===== src/rtl/sym_lane_packer.sv =====
// sym_lane_packer: gathers SYM_W-bit symbols into LANES-lane words (lane 0 in the
// most significant position) and queues them in a DEPTH-entry FIFO. A word is
// committed when its last lane fills or when s_last closes it early. Unfilled
// lanes are zero.
// Optional feature macro: XZ_SCRUB_EN. When defined, X/Z symbol bits are stored as 0
// and xz_seen is a sticky flag. When undefined, symbols pass through unmodified and
// xz_seen is tied low.
module sym_lane_packer #(
  parameter int unsigned LANES = 5,
  parameter int unsigned SYM_W = 2,
  parameter int unsigned DEPTH = 4
) (
  input  logic                             clk,
  input  logic                             rst_n,
  input  logic                             s_valid,
  output logic                             s_ready,
  input  logic [SYM_W-1:0]                 s_sym,
  input  logic                             s_last,
  output logic                             m_valid,
  input  logic                             m_ready,
  output logic [LANES*SYM_W-1:0]           m_word,
  output logic [$clog2(LANES+1)-1:0]       m_count,
  output logic [$clog2(DEPTH+1)-1:0]       fifo_level,
  output logic                             xz_seen
);

  localparam int unsigned WordW = LANES * SYM_W;
  localparam int unsigned IdxW  = $clog2(LANES);
  localparam int unsigned CntW  = $clog2(LANES + 1);
  localparam int unsigned PtrW  = $clog2(DEPTH);
  localparam int unsigned LvlW  = $clog2(DEPTH + 1);

  // Assembler: the lane index is the state (0 = empty, otherwise partial)
  logic [IdxW-1:0]  r_idx;
  logic [IdxW-1:0]  w_idx_d;
  logic [WordW-1:0] r_word;
  logic [WordW-1:0] w_word_d;
  logic [WordW-1:0] w_lane_word;
  logic [CntW-1:0]  w_push_cnt;

  // FIFO storage and pointers; the extra MSB is the wrap bit
  logic [WordW-1:0] r_mem_word [DEPTH];
  logic [CntW-1:0]  r_mem_cnt  [DEPTH];
  logic [PtrW:0]    r_wr_ptr;
  logic [PtrW:0]    r_rd_ptr;
  logic [PtrW:0]    w_level;

  logic [SYM_W-1:0] w_sym;
  logic             w_sym_xz;
  logic             w_accept;
  logic             w_close;
  logic             w_push;
  logic             w_pop;
  logic             w_empty;

  // Symbol conditioning: optional X/Z scrub ahead of the lane mux
`ifdef XZ_SCRUB_EN
  always_comb begin
    w_sym    = s_sym;
    w_sym_xz = 1'b0;
    for (int b = 0; b < SYM_W; b++) begin
      if ($isunknown(s_sym[b])) begin
        w_sym[b] = 1'b0;
        w_sym_xz = 1'b1;
      end
    end
  end
`else
  assign w_sym    = s_sym;
  assign w_sym_xz = 1'b0;
`endif

  // Handshake decode; s_ready depends only on the FIFO level
  assign w_level    = r_wr_ptr - r_rd_ptr;
  assign fifo_level = LvlW'(w_level);
  assign s_ready    = (fifo_level != LvlW'(DEPTH));
  assign w_empty    = (r_wr_ptr == r_rd_ptr);
  assign m_valid    = !w_empty;
  assign w_accept   = s_valid && s_ready;
  assign w_pop      = m_valid && m_ready;
  assign w_close    = s_last || (r_idx == IdxW'(LANES - 1));

  // Assembler next state: place the symbol in its lane, commit or advance
  always_comb begin
    w_lane_word = r_word;
    for (int k = 0; k < LANES; k++) begin
      if (r_idx == IdxW'(k)) begin
        w_lane_word[(LANES-1-k)*SYM_W +: SYM_W] = w_sym;
      end
    end
    w_push_cnt = CntW'(r_idx) + CntW'(1);
    w_idx_d    = r_idx;
    w_word_d   = r_word;
    w_push     = 1'b0;
    if (w_accept) begin
      if (w_close) begin
        w_push   = 1'b1;
        w_idx_d  = '0;
        w_word_d = '0;
      end else begin
        w_idx_d  = r_idx + IdxW'(1);
        w_word_d = w_lane_word;
      end
    end
  end

  // Assembler state register
  always_ff @(posedge clk or negedge rst_n) begin
    if (!rst_n) begin
      r_idx  <= '0;
      r_word <= '0;
    end else begin
      r_idx  <= w_idx_d;
      r_word <= w_word_d;
    end
  end

  // FIFO storage and pointers; push and pop may happen on the same edge
  always_ff @(posedge clk or negedge rst_n) begin
    if (!rst_n) begin
      r_wr_ptr <= '0;
      r_rd_ptr <= '0;
      for (int i = 0; i < DEPTH; i++) begin
        r_mem_word[i] <= '0;
        r_mem_cnt[i]  <= '0;
      end
    end else begin
      if (w_push) begin
        r_mem_word[r_wr_ptr[PtrW-1:0]] <= w_lane_word;
        r_mem_cnt[r_wr_ptr[PtrW-1:0]]  <= w_push_cnt;
        r_wr_ptr                       <= r_wr_ptr + 1'b1;
      end
      if (w_pop) begin
        r_rd_ptr <= r_rd_ptr + 1'b1;
      end
    end
  end

  // Head read is combinational and forced to zero while the FIFO is empty
  always_comb begin
    m_word  = '0;
    m_count = '0;
    if (m_valid) begin
      m_word  = r_mem_word[r_rd_ptr[PtrW-1:0]];
      m_count = r_mem_cnt[r_rd_ptr[PtrW-1:0]];
    end
  end

`ifdef XZ_SCRUB_EN
  logic r_xz_seen;

  // Sticky unknown-symbol flag, cleared only by reset
  always_ff @(posedge clk or negedge rst_n) begin
    if (!rst_n) begin
      r_xz_seen <= 1'b0;
    end else if (w_accept && w_sym_xz) begin
      r_xz_seen <= 1'b1;
    end
  end

  assign xz_seen = r_xz_seen;
`else
  assign xz_seen = 1'b0;
`endif

endmodule


===== config.mk =====
export PLATFORM = sky130hd
export DESIGN_NAME = sym_lane_packer
export DESIGN_NICKNAME = d
export VERILOG_FILES = /design/src/rtl/sym_lane_packer.sv
export SDC_FILE = /design/constraint.sdc
export NUM_CORES = 1
export LEC_CHECK = 0
export BUFFER_PORTS_ARGS = -buffer_cell sky130_fd_sc_hd__buf_2
export CORE_ASPECT_RATIO = 1.1
export CORE_MARGIN = 3
export CORE_UTILIZATION = 50
export DETAILED_ROUTE_END_ITERATION = 10
export PLACE_DENSITY = 0.68
export SLEW_MARGIN = 5
export SYNTH_ARGS = -nofsm -noshare
export SYNTH_HDL_FRONTEND = slang
export SYNTH_SLANG_ARGS = --single-unit

===== constraint.sdc =====
create_clock -name clk -period 4.7 [get_ports clk]
set_input_delay 0.94 -clock clk [delete_from_list [all_inputs] [get_ports clk]]
set_output_delay 0.94 -clock clk [all_outputs]
set_load 0.02 [all_outputs]

==> results.py, run 1 <==
metrics = {
    "global_routing": {
        "grt_pass1_wl_um": 10860,
        "overflow": 0,
        "grt_use_total_pct": 18.00,
        "grt_pass1_vias": 2220,
        "grt_antenna_before_repair": 0,
        "grt_start_max_net_pins": 44,
    },
    "timing": {
        "fin_crit_ps": 3363,
        "min_period_over_period_pct": 71.55,
        "setup_viol": 0,
        "skew_ps": 9.571,
        "rsz0062_at_grt": "no",
        "max_slew_margin_pct": 36.65,
        "hold_violations": 0,
        "drv_slew": 0,
        "tightest_slew_ps": 950.2,
        "finalSetupTns_ps": 0,
        "fmax_ghz": 0.2974,
    },
    "hold_path": {
        "min_from": "r_word[4]",
        "hold_end": "r_word[4]",
        "hold_path_depth": 2,
        "hp-class": "reg -> reg",
    },
    "critical_path": {
        "path_max_fanout": 17,
        "critPathBufInv": 2,
        "r2r-start": "r_rd_ptr[1]",
        "end_kind": "primary output",
        "worstSetupStartpointType": "flip-flop",
        "crit_type": "reg -> out",
        "max_stage_delay_ps": 830,
        "cp_top_family": "flip-flops",
        "cp.required_ps": 3760,
        "cp_data_arrival_time_ps": 2420,
        "slowest_stage": "dfrtp_1",
        "r2r_setup_slack_ps": 1650,
        "cp_cell_sequence": "inv_1, ha_1, nand3_1, and2_1, buf_2",
        "worstRegToRegCells": 4,
        "r2r-end": "r_mem_cnt[4]",
    },
    "logic_synthesis": {
        "synth_edf_count": 0,
        "synth_area_leaders": "dfrtp_1 51%, mux4_2 8.4%, a21oi_1 5.0%, nor2_1 4.7%, ha_1 4.3%",
        "synth_top_area_share_pct": 51.01,
        "yosysUniqueCellTypes": 28,
        "syn_area_um2": 3483,
        "yosysWarnings": 0,
        "ys.flop_type": "dfrtp_1",
        "post-synth-top-count-cell": "dfrtp_1",
        "async_flop_share_pct": 100.0,
        "synthCells": 301,
        "syn_area_per_cell_um2": 11.57,
        "synth_top_area_cell": "dfrtp_1",
        "ys_seq_area_share_pct": 51.01,
        "synth_seq_cells": 71,
        "synthTopCellsByCount": "71 x dfrtp_1, 44 x nor2_1, 35 x a21oi_1, 23 x nand2_1, 16 x and2_1",
        "syn_nets": 321,
    },
    "layout": {
        "drive_gt1_share_pct": 23.71,
        "fin_cells": 411,
        "areaGrowthSynthToFinish_pct": 10.60,
        "finish.utilization_pct": 57.75,
        "num-nets-final": 344,
        "antennaDiodeCount": 0,
    },
    "clock_network": {
        "cts_resized": 0,
        "post-cts-setup-buffer-count": 0,
        "cts_buffers": 9,
        "cts_tree": "built",
        "hold_buffers": 0,
        "cts_max_path_buffers": 2,
        "cts_num_sinks": 71,
        "clock_latency_ps": 340,
        "h-tree-depth": 3,
        "cts_root_buf": "clkbuf_8",
        "clkSlewWorstSetupHoldPaths_ps": 70,
    },
    "floorplanning": {
        "die_h_um": 93.54,
        "core_area_um2": 6671,
        "start_util_pct": 52.21,
        "die_area_um2": 8005,
        "rows": 31,
        "dieWidth_um": 85.58,
        "ios": 26,
    },
    "route": {
        "ant_nets": 0,
        "drt_wl_total_um": 6438,
        "viasPerCell": 5.387,
        "first_iter_violations": 124,
        "dr.pass1.iters": 4,
        "wl_per_cell_um": 15.66,
        "drc": 0,
        "num_vias": 2214,
    },
    "status": {
        "status": "finished clean",
    },
    "flow_run": {
        "max-cap-violations": 0,
    },
    "place": {
        "finalWeightedCongestion": 0.7790,
        "numPlacedInstances": 395,
        "portBuffers": 24,
        "dp_hpwl_um": 4394,
    },
}
-- stage by stage --
stage / hold slack [ps] / setup WS (ps) / cell area, µm²
5_1_grt: 510.4 / 1076 / 3852
6_report: 478.2 / 1337 / 3852
4_1_cts: 482.3 / 1295 / 3852
3_5_place_dp: 465.7 / 1651 / 3628
2_1_floorplan: 447.8 / 1833 / 3483
3_3_place_gp: 458.7 / 1674 / 3628
-- area by class of cell --
cell class,count,area (µm²)
fillers,585,2819
flip-flops and latches,71,1777
multi-input cells,201,1546
clock buffers,13,158.9
repair buffers,29,157.7
well taps,82,102.6
clock inverters,3,65.06
inverters,12,45.04
-- flip-flops by register name, summed over array words and instances (netlist names) --
| signal | count |
|---|---|
| r_mem_word | 40 |
| r_mem_cnt | 12 |
| r_word | 10 |
| r_idx | 3 |
| r_rd_ptr | 3 |
| r_wr_ptr | 3 |
-- cells by family after synthesis --
kind of cell,synth area share [%]
and+or+nand+nor,10.70
DFF,51.01
AOI/OAI and AO/OA,12.36
muxes,14.37
buffers and inverters,4.597
adders and majority gates,4.885
xor gates and xnor gates,1.975
other,0.1077
-- routing by layer --
metal	global-route usage, %	part of all wire (%)	vias to the layer above
met4	9.631	2.5	0
met2	28.37	48	29
li1	-	-	1073
met3	2.996	2.6	11
met5	0	0	-
met1	23.85	47	1101
-- tightest hold or removal path, cell delays in order (launching register included) --
cell and delay, ps:
dfrtp_1 340, nand2_1 50, o31ai_1 50
-- how the worst max path moves through the flow --
stage / slack [ps] / endpoint / from / cells after the start
6_report: 1340 / m_word[9] / r_rd_ptr[1] / 5
5_1_grt: 1080 / m_word[6] / r_rd_ptr[1] / 5
4_1_cts: 1290 / m_word[9] / r_rd_ptr[1] / 5
3_5_place_dp: 1650 / r_mem_cnt[4] / r_rd_ptr[1] / 4
3_3_place_gp: 1670 / r_mem_cnt[4] / r_rd_ptr[1] / 4
2_1_floorplan: 1830 / s_ready / r_wr_ptr[0] / 6
-- cell usage in the layout (no fill, tap or decap), types with 2 or more instances in the layout --
| cell type | n |
|---|---|
| a211oi_4 | 4 |
| a21oi_1 | 35 |
| a21oi_2 | 10 |
| and2_1 | 16 |
| buf_2 | 24 |
| buf_4 | 5 |
| bufinv_16 | 2 |
| clkbuf_1 | 2 |
| clkbuf_8 | 11 |
| dfrtp_1 | 71 |
| ha_1 | 12 |
| inv_1 | 12 |
| mux2_2 | 6 |
| mux2i_1 | 14 |
| mux4_2 | 13 |
| nand2_1 | 23 |
| nand3_1 | 3 |
| nor2_1 | 44 |
| o21ai_0 | 2 |
| o31ai_1 | 9 |
| xnor2_1 | 4 |
Power of run 1 is not shown: default switching activity piles up to over one toggle a cycle in this logic, so the estimate is an artifact.
==> inputs of run 2 (changes only) <==
==> constraint.sdc (replaced) <==
create_clock -name clk -period 3.1 [get_ports clk]
set_input_delay 0.62 -clock clk [delete_from_list [all_inputs] [get_ports clk]]
set_output_delay 0.62 -clock clk [all_outputs]
set_load 0.02 [all_outputs]
==> run 2 against run 1 <==
Cell count grew 0.49%. Non-clock buffer count is 2 higher. Clock-buffer cell count is 2 lower. Global-route usage increased by 1.1 points. Routed wire length is 6.8% higher. Largest cell class unchanged. Critical path depth is 1 higher. Register-to-register slack lost 1100 ps.
==> results.py, run 2 (synthesized netlist as in run 1, its figures left out) <==
metrics = {
    "timing": {
        "min_period_over_period_pct": 94.24,
        "finalSetupTns_ps": 0,
        "fin_worst_hold_slack_ps": 350.6,
        "fin_crit_ps": 2922,
        "skew_ps": 9.394,
        "max_slew_margin_pct": 46.59,
        "tightest_slew_ps": 801.2,
        "fin_ws_ps": 178.5,
        "rsz0062_at_grt": "no",
        "hold_violations": 0,
        "drv_slew": 0,
        "fmax_ghz": 0.3423,
        "setup_viol": 0,
    },
    "clock_network": {
        "cts_buffers": 9,
        "h-tree-depth": 3,
        "cts_root_buf": "clkbuf_8",
        "cts_resized": 0,
        "cts_num_sinks": 71,
        "cts_max_path_buffers": 2,
        "cts_tree": "built",
        "hold_buffers": 0,
        "clkSlewWorstSetupHoldPaths_ps": 80,
        "clock_latency_ps": 350,
        "post-cts-setup-buffer-count": 0,
    },
    "flow_run": {
        "max-cap-violations": 0,
    },
    "place": {
        "dpl_cell_area_um2": 3669,
        "dp_hpwl_um": 4645,
        "place_ws_ps": 545.7,
        "portBuffers": 24,
        "finalWeightedCongestion": 0.7286,
    },
    "floorplanning": {
        "die_h_um": 93.54,
        "core_area_um2": 6671,
        "rows": 31,
        "dieWidth_um": 85.58,
        "start_util_pct": 52.21,
        "die_area_um2": 8005,
        "ios": 26,
    },
    "critical_path": {
        "r2r_setup_slack_ps": 530,
        "crit_type": "reg -> out",
        "worstSetupStartpointType": "flip-flop",
        "cp.required_ps": 2480,
        "cp_data_arrival_time_ps": 2300,
        "path_max_fanout": 6,
        "end_kind": "primary output",
    },
    "layout": {
        "layout_commonest_cell": "dfrtp_1",
        "drive_gt1_share_pct": 24.77,
        "num-fill-cells": 536,
        "largest_reg_flops": 40,
        "layout.area.seq_um2": 1777,
        "most-common-layout-cells": "71 x dfrtp_1, 44 x nor2_1, 35 x a21oi_1",
        "num-nets-final": 346,
        "top_register": "r_mem_word",
        "areaGrowthSynthToFinish_pct": 12.64,
        "multi_input_area_um2": 1546,
        "antennaDiodeCount": 0,
        "top_regs": "r_mem_word: 40 flops, r_mem_cnt: 12 flops, r_word: 10 flops",
        "stdcell_area_um2": 3924,
    },
    "power": {
        "p_int_w": 0.003040,
        "switching_share_pct": 41.52,
        "leakage_nw": 1.753,
        "ir_drop_mv": 0.7468,
        "combPwrFrac_pct": 50.9,
        "p_clk_share_pct": 17.7,
        "seq_power_share_pct": 31.3,
        "power_density_nw_per_um2": 1325,
        "netSwitchingPower_w": 0.002158,
    },
    "global_routing": {
        "grt_start_max_net_pins": 38,
        "grt_pass1_wl_um": 11710,
        "grt_antenna_before_repair": 0,
        "grt_pass1_vias": 2249,
        "grt_util_met2_pct": 28.89,
        "grt.busiest_layer": "met2",
        "grt_use_total_pct": 19.13,
        "met3_usage_pct": 3.789,
        "globalRouteMet1Util_pct": 26.93,
        "overflow": 0,
    },
    "route": {
        "first_iter_violations": 141,
        "ant_nets": 0,
        "drc": 0,
        "num_vias": 2263,
        "viasPerCell": 5.479,
        "wl_per_cell_um": 16.64,
        "dr.pass1.iters": 4,
        "drt_wl_total_um": 6874,
    },
    "status": {
        "status": "finished clean",
    },
    "hold_path": {
        "hp-class": "in -> async",
    },
}
[run 2: changes by cell type in the layout (fill, tap and decap cells not counted), sizes merged]
cell | before | now
buf | 29 | 31
bufinv | 2 | 3
clkbuf | 13 | 11
clkinv | 1 | 2
[run 2: per-layer routing]
layer / wire length (µm) / share of wire (%)
met2: 3266 / 48
met4: 121 / 1.8
met1: 3253 / 47
met3: 232 / 3.4
met5: 0 / 0
[run 2: power by group through the flow]
stage                     clock network, W  logic [W]  registers [W]
after floorplan                          0    0.00207        0.00157
after global placement                   0    0.00260        0.00163
after detailed placement                 0    0.00267        0.00164
after CTS                         0.000945    0.00269        0.00163
after global routing              0.000988    0.00292        0.00169
final                             0.000922    0.00265        0.00163
[run 2: worst max-delay path, cell delays in order (launching register included)]
cell and delay (ps):
dfrtp_1 410, inv_1 100, ha_1 220, fa_1 490, and2_1 430, nand2_1 130, buf_2 180
[run 2: through the flow]
| stage | util [%] | power (W) | cells |
|---|---|---|---|
| floorplan | - | 0.003637 | 301 |
| global placement | 54.99 | 0.004226 | 397 |
| detailed placement | 54.99 | 0.004312 | 397 |
| CTS | 58.81 | 0.005261 | 413 |
| global route | 58.81 | 0.005593 | 413 |
| finish | 58.81 | 0.005199 | 413 |
[run 2: path summary, 6_finish.rpt]
path | to | start | depth (start not counted)
min in group clk | r_word[3] | r_word[3] | 2
min reg2reg | r_word[3] | r_word[3] | 2
max | s_ready | r_wr_ptr[0] | 6
min | r_mem_word[27] | rst_n | 1
max in group asynchronous | r_mem_cnt[9] | rst_n | 2
max reg2reg | r_mem_word[37] | r_wr_ptr[0] | 8
[run 2: cell type report]
type	count	share of cell area [%]
sequential	71	45.28
multi-input combinational	201	39.41
timing repair buffer	31	5.038
clock buffer	11	3.858
clock inverter	5	2.647
tap	82	2.615
inverter	12	1.148
Note: power is estimated with default switching activity, not from simulation.
